**config.mk**
```make
export PLATFORM = sky130hd
export DESIGN_NAME = power_domain_hub
export DESIGN_NICKNAME = d
export VERILOG_FILES = /design/src/rtl/power_pkg.sv /design/src/rtl/power_hold_timer.sv /design/src/rtl/power_domain_hub.sv
export SDC_FILE = /design/constraint.sdc
export NUM_CORES = 1
export LEC_CHECK = 0
export CAP_MARGIN = 20
export CORE_AREA = 3 3 40 42
export CTS_CLUSTER_DIAMETER = 80
export CTS_CLUSTER_SIZE = 20
export DETAILED_ROUTE_END_ITERATION = 7
export DIE_AREA = 0 0 43 45
export GPL_ROUTABILITY_DRIVEN = 0
export GPL_TIMING_DRIVEN = 0
export PLACE_DENSITY = 0.74
export SLEW_MARGIN = 0
export SYNTH_ARGS = -nofsm -noshare
export SYNTH_HDL_FRONTEND = slang
export SYNTH_SLANG_ARGS = --single-unit
```
**constraint.sdc**
```tcl
create_clock -name clock -period 3.4 [get_ports clock]
set_clock_uncertainty 0.1 [all_clocks]
set_input_delay 0.51 -clock clock [delete_from_list [all_inputs] [get_ports clock]]
set_output_delay 0.51 -clock clock [all_outputs]
set_load 0.02 [all_outputs]
```
**src/rtl/power_pkg.sv**
```systemverilog
// Shared types and limits for the power domain hub and its timers.
package power_pkg;

  // Domain power phases; each one maps to exactly one child status line.
  typedef enum logic [1:0] {
    OFF      = 2'd0,
    STARTING = 2'd1,
    ON       = 2'd2,
    STOPPING = 2'd3
  } power_state_t;

  // Legal parameter ranges for the hub.
  localparam int unsigned N_CHILD_MIN       = 1;
  localparam int unsigned N_CHILD_MAX       = 32;
  localparam int unsigned SETTLE_CYCLES_MAX = 255;
  localparam int unsigned HOLD_CYCLES_MIN   = 1;
  localparam int unsigned HOLD_CYCLES_MAX   = 255;

  // Bits needed to hold 0..max_value; at least one bit so a zero limit still elaborates.
  function automatic int unsigned counter_width(input int unsigned max_value);
    return (max_value == 0) ? 1 : $clog2(max_value + 1);
  endfunction

endpackage

```
**src/rtl/power_hold_timer.sv**
```systemverilog
// Settle/idle timer: counts toward a fixed limit and flags the edge on which it gets there.
// Down mode loads the limit once and counts to zero; up mode counts from zero to the limit.
module power_hold_timer
  import power_pkg::*;
#(
  parameter int unsigned LIMIT_VALUE = 3,
  parameter bit          COUNT_UP    = 1'b0
) (
  input  logic clock,
  input  logic async_resetn,
  input  logic clear,
  input  logic load,
  input  logic step,
  output logic done
);

  localparam int unsigned       WIDTH  = counter_width(LIMIT_VALUE);
  localparam logic [WIDTH-1:0]  LIMIT  = WIDTH'(LIMIT_VALUE);
  localparam logic [WIDTH-1:0]  TARGET = COUNT_UP ? LIMIT : '0;

  logic [WIDTH-1:0] count_q;
  logic [WIDTH-1:0] count_d;
  logic             moved;

  // Next count: clear wins, a down counter loads only while idle at zero, and the
  // count never steps past its target so it cannot wrap.
  always_comb begin
    count_d = count_q;
    moved   = 1'b0;
    if (clear) begin
      count_d = '0;
    end else if (!COUNT_UP && load && (count_q == '0)) begin
      count_d = LIMIT;
      moved   = 1'b1;
    end else if (step && (count_q != TARGET)) begin
      count_d = COUNT_UP ? count_q + 1'b1 : count_q - 1'b1;
      moved   = 1'b1;
    end
  end

  assign done = moved && (count_d == TARGET);

  // Count register.
  always_ff @(posedge clock or negedge async_resetn) begin
    if (!async_resetn) begin
      count_q <= '0;
    end else begin
      count_q <= count_d;
    end
  end

endmodule

```
**src/rtl/power_domain_hub.sv**
```systemverilog
// Power domain hub: merges child power requests, sequences the supply switch and
// broadcasts a registered one-hot status to all children.
module power_domain_hub
  import power_pkg::*;
#(
  parameter int unsigned N_CHILD       = 4,
  parameter int unsigned SETTLE_CYCLES = 3,
  parameter int unsigned HOLD_CYCLES   = 5
) (
  input  logic               clock,
  input  logic               async_resetn,
  input  logic [N_CHILD-1:0] child_request,
  output logic               child_ready,
  output logic               child_silent,
  output logic               child_starting,
  output logic               child_stopping,
  output logic               supply_enb,
  input  logic               supply_ack
);

  // Out-of-range timings saturate at the nearest legal value.
  localparam int unsigned SETTLE_LIMIT =
    (SETTLE_CYCLES > SETTLE_CYCLES_MAX) ? SETTLE_CYCLES_MAX : SETTLE_CYCLES;
  localparam int unsigned HOLD_LIMIT =
    (HOLD_CYCLES < HOLD_CYCLES_MIN) ? HOLD_CYCLES_MIN :
    (HOLD_CYCLES > HOLD_CYCLES_MAX) ? HOLD_CYCLES_MAX : HOLD_CYCLES;

  power_state_t state_q;
  power_state_t state_d;
  logic         any_request;
  logic         settle_clear;
  logic         settle_done;
  logic         idle_clear;
  logic         idle_done;

  assign any_request = |child_request;

  // Settle timer only runs in STARTING; it arms on the first sampled ack and then
  // counts down every edge whatever the ack does.
  assign settle_clear = (state_q != STARTING);

  power_hold_timer #(
    .LIMIT_VALUE (SETTLE_LIMIT),
    .COUNT_UP    (1'b0)
  ) u_settle_timer (
    .clock        (clock),
    .async_resetn (async_resetn),
    .clear        (settle_clear),
    .load         (supply_ack),
    .step         (1'b1),
    .done         (settle_done)
  );

  // Idle timer only runs in ON and restarts from zero on any request.
  assign idle_clear = (state_q != ON) || any_request;

  power_hold_timer #(
    .LIMIT_VALUE (HOLD_LIMIT),
    .COUNT_UP    (1'b1)
  ) u_idle_timer (
    .clock        (clock),
    .async_resetn (async_resetn),
    .clear        (idle_clear),
    .load         (1'b0),
    .step         (1'b1),
    .done         (idle_done)
  );

  // Next-state rules; STARTING never aborts and STOPPING ignores requests.
  always_comb begin
    state_d = state_q;
    case (state_q)
      OFF:      if (any_request) state_d = STARTING;
      STARTING: if (settle_done) state_d = ON;
      ON:       if (idle_done)   state_d = STOPPING;
      STOPPING: if (!supply_ack) state_d = OFF;
      default:  state_d = OFF;
    endcase
  end

  // State register.
  always_ff @(posedge clock or negedge async_resetn) begin
    if (!async_resetn) begin
      state_q <= OFF;
    end else begin
      state_q <= state_d;
    end
  end

  // Outputs are registered from the next state so they line up with state_q
  // without any input-to-output combinational path.
  always_ff @(posedge clock or negedge async_resetn) begin
    if (!async_resetn) begin
      child_silent   <= 1'b1;
      child_starting <= 1'b0;
      child_ready    <= 1'b0;
      child_stopping <= 1'b0;
      supply_enb     <= 1'b0;
    end else begin
      child_silent   <= (state_d == OFF);
      child_starting <= (state_d == STARTING);
      child_ready    <= (state_d == ON);
      child_stopping <= (state_d == STOPPING);
      supply_enb     <= (state_d == STARTING) || (state_d == ON);
    end
  end

endmodule

```
==> run metrics <==
DRT antenna net count=0; number of global-route vias before repair=436; H-tree depth=1; Post-Place Cell Area=726 sq um; dominant synthesized flop cell=dfrtp_1; die span in x=43 microns; R2R Path End=supply_enb$_DFF_PN0_; worst-case vdd ir drop=0.000384 V; hold buffer count at CTS=0; final worst slack=1.28 ns; crit path max fanout=5; cells on worst reg2reg path=5; Simple-Gate Fraction of Synth Area=0.235; post-synthesis adder-cell area fraction=0.0839; Worst Path Arrival=2.18 ns; root buf cell=clkbuf_4; Diodes inserted=0; status=finished, final reports clean; Post-synth EDFFs=0; gr busiest metal=met2; FF-to-FF setup slack=1.37 ns; Vias=430; #FFs+latches synth=12; YS warnings=0; max_cap viols=0; setup bufs post-CTS=0; final instance area=762 sq um; hold path endpoint=u_settle_timer.count_q[0]$_DFF_PN0_; Hold WS=0.401 ns; setup total negative slack=0 ns; actual slew at the worst max-slew pin=0.524 ns; drt wl/cell=11.0 microns; leading post-synthesis cells by cell area=dfrtp_1 (46%), ha_1 (8.4%), dfstp_2 (4.4%), nor2_1 (3.8%), nand2_1 (3.1%); CP required=3.47 ns; first-pass GRT wire length=1750 microns; Clock Path Buffers=2; post-cts gate resize count=0; Synth async-reset ratio=1.00; cts bufs inserted=3; xor/xnor share of the synthesized area=0.0147; Core Area=1280 sq um; CP cell instances=clkdlybuf4s50_1 > or4_4 > nor2b_1 > o31a_1 > ha_1; Critical R2R Launch=u_idle_timer.count_q[0]$_DFF_PN0_; Worst Setup Start Kind=primary input; FP Rows=13; area occupied by multi-input gates=284 sq um; DR iter-0 viols=4; Setup Viol. Count Final=0; layout cells sized above 1=0.129; cell with the most instances after synthesis=dfrtp_1; die area=1940 sq um; pre-CTS setup slack=0.981 ns; Final Critical Period=2.12 ns; final core occ=0.593; total gr overflow=0; register area=302 sq um; Routed WL=935 microns; sequential area share after synthesis=0.505; synthesized area per cell=10.9 sq um; vias per cell=5.06; Synth top area share=0.461; die height=45 microns; Hold Vio Cnt, Final=0; area leader, netlist=dfrtp_1; # port buffers=11; largest family of logic cells by synthesized area=simple AND/OR/NAND/NOR gates; critical path type=primary input to flop; largest net degree at the start of global routing=13; Pre-Repair DR Iteration Count=4; HPWL Detailed=736 microns; Total GRT Usage=0.127; clock sink count=12; Residual DRC=0; Critical Path End Type=flop; Worst Path Buf+Inv=1; fin crit share=0.622; Pleak=0.324 nW; CTS tree=built; num ports=12; cell area after synthesis=597 sq um; # fillers=119; Tightest Hold Check Type=flop to flop; synthesis-to-layout area growth=27.7%; final net count=82; Max Clock Freq=473 MHz; mux contribution to synthesized area=0; PD cells=731 nW/um^2; GR Util met3=0.0398; initial antenna violation count=0; RSZ-0062 raised after global routing=false; critical path's top delay family=simple AND/OR/NAND/NOR gates; GRT met1 Usage=0.145; hold_sp=u_settle_timer.count_q[0]$_DFF_PN0_; CP max stage cell=or4_4; CP max stage delay=0.56 ns; Clk Latency, worst-skew pair=0.28 ns; fin. max-slew vios=0; Initial Util=0.464; GR Util met2=0.195; Synth Area in Compound Gates=0.143; top post-synthesis cells by count=dfrtp_1 (11), nor2_1 (6), nand2_1 (5), ha_1 (4), nand2b_1 (3); Synthesized Nets=66; Worst-path clk slew=0.08 ns; Worst slew margin=0.650; Synth Instances=55; Hold Path Depth=1; Netlist cell types=27
==> flip-flops by register name, indices dropped and copies added, names as in the netlist <==
name,flops
child_ready,1
state_q,2
u_settle_timer.count_q,2
u_idle_timer.count_q,3
child_starting,1
supply_enb,1
child_stopping,1
child_silent,1
==> cell type report <==
type | instances | area share
clock buffer | 4 | 0.0476
inverter | 2 | 0.00985
sequential | 12 | 0.396
tap | 15 | 0.0246
buffer | 1 | 0.00493
timing repair buffer | 11 | 0.144
multi-input combinational | 40 | 0.373
==> stage by stage <==
stage / power, mW / cells
6_report: 0.557 / 85
5_1_grt: 0.604 / 85
4_1_cts: 0.566 / 85
3_5_place_dp: 0.447 / 81
3_3_place_gp: 0.438 / 81
2_1_floorplan: 0.362 / 55
==> how the worst max path moves through the flow <==
stage | from | endpoint | slack (ns) | depth (start not counted)
after CTS | child_request[1] | supply_enb$_DFF_PN0_ | 1.28 | 5
after detailed placement | child_request[1] | supply_enb$_DFF_PN0_ | 0.98 | 5
final | child_request[1] | supply_enb$_DFF_PN0_ | 1.28 | 5
after global placement | child_request[1] | supply_enb$_DFF_PN0_ | 1.01 | 5
after floorplan | child_request[1] | supply_enb$_DFF_PN0_ | 1.46 | 4
after global routing | child_request[1] | supply_enb$_DFF_PN0_ | 1.23 | 5
==> cell usage in the layout, fill, tap and decap left out, types with 2 or more instances in the layout <==
master	instances
dfrtp_1	11
inv_1	2
o21ai_0	2
ha_1	4
nand2b_1	3
nor2b_1	2
clkbuf_4	3
clkdlybuf4s50_1	11
nand2_1	5
nor2_1	6
o31a_1	2
==> logic make-up after synthesis <==
group	Yosys count
AND/OR/NAND/NOR	24
flip-flops	12
AO/OA/AOI/OAI	11
adder cells (fa/ha/maj)	4
buffers and inverters	3
XOR/XNOR	1
==> where the power goes <==
| group | total, mW | leakage (nW) | internal, mW | switching (mW) |
|---|---|---|---|---|
| Combinational | 0.216 | 0.152 | 0.108 | 0.108 |
| Clock | 0.117 | 0.0210 | 0.0652 | 0.0516 |
| Sequential | 0.225 | 0.151 | 0.194 | 0.0309 |
==> routing by layer <==
| layer | share of wire | wire length [microns] | vias up |
|---|---|---|---|
| li1 | - | - | 224 |
| met1 | 0.45 | 423 | 190 |
| met2 | 0.45 | 425 | 13 |
| met3 | 0.062 | 58 | 3 |
| met4 | 0.029 | 27 | 0 |
| met5 | 0 | 0 | - |
No activity file was read; power rests on OpenSTA's default activity.
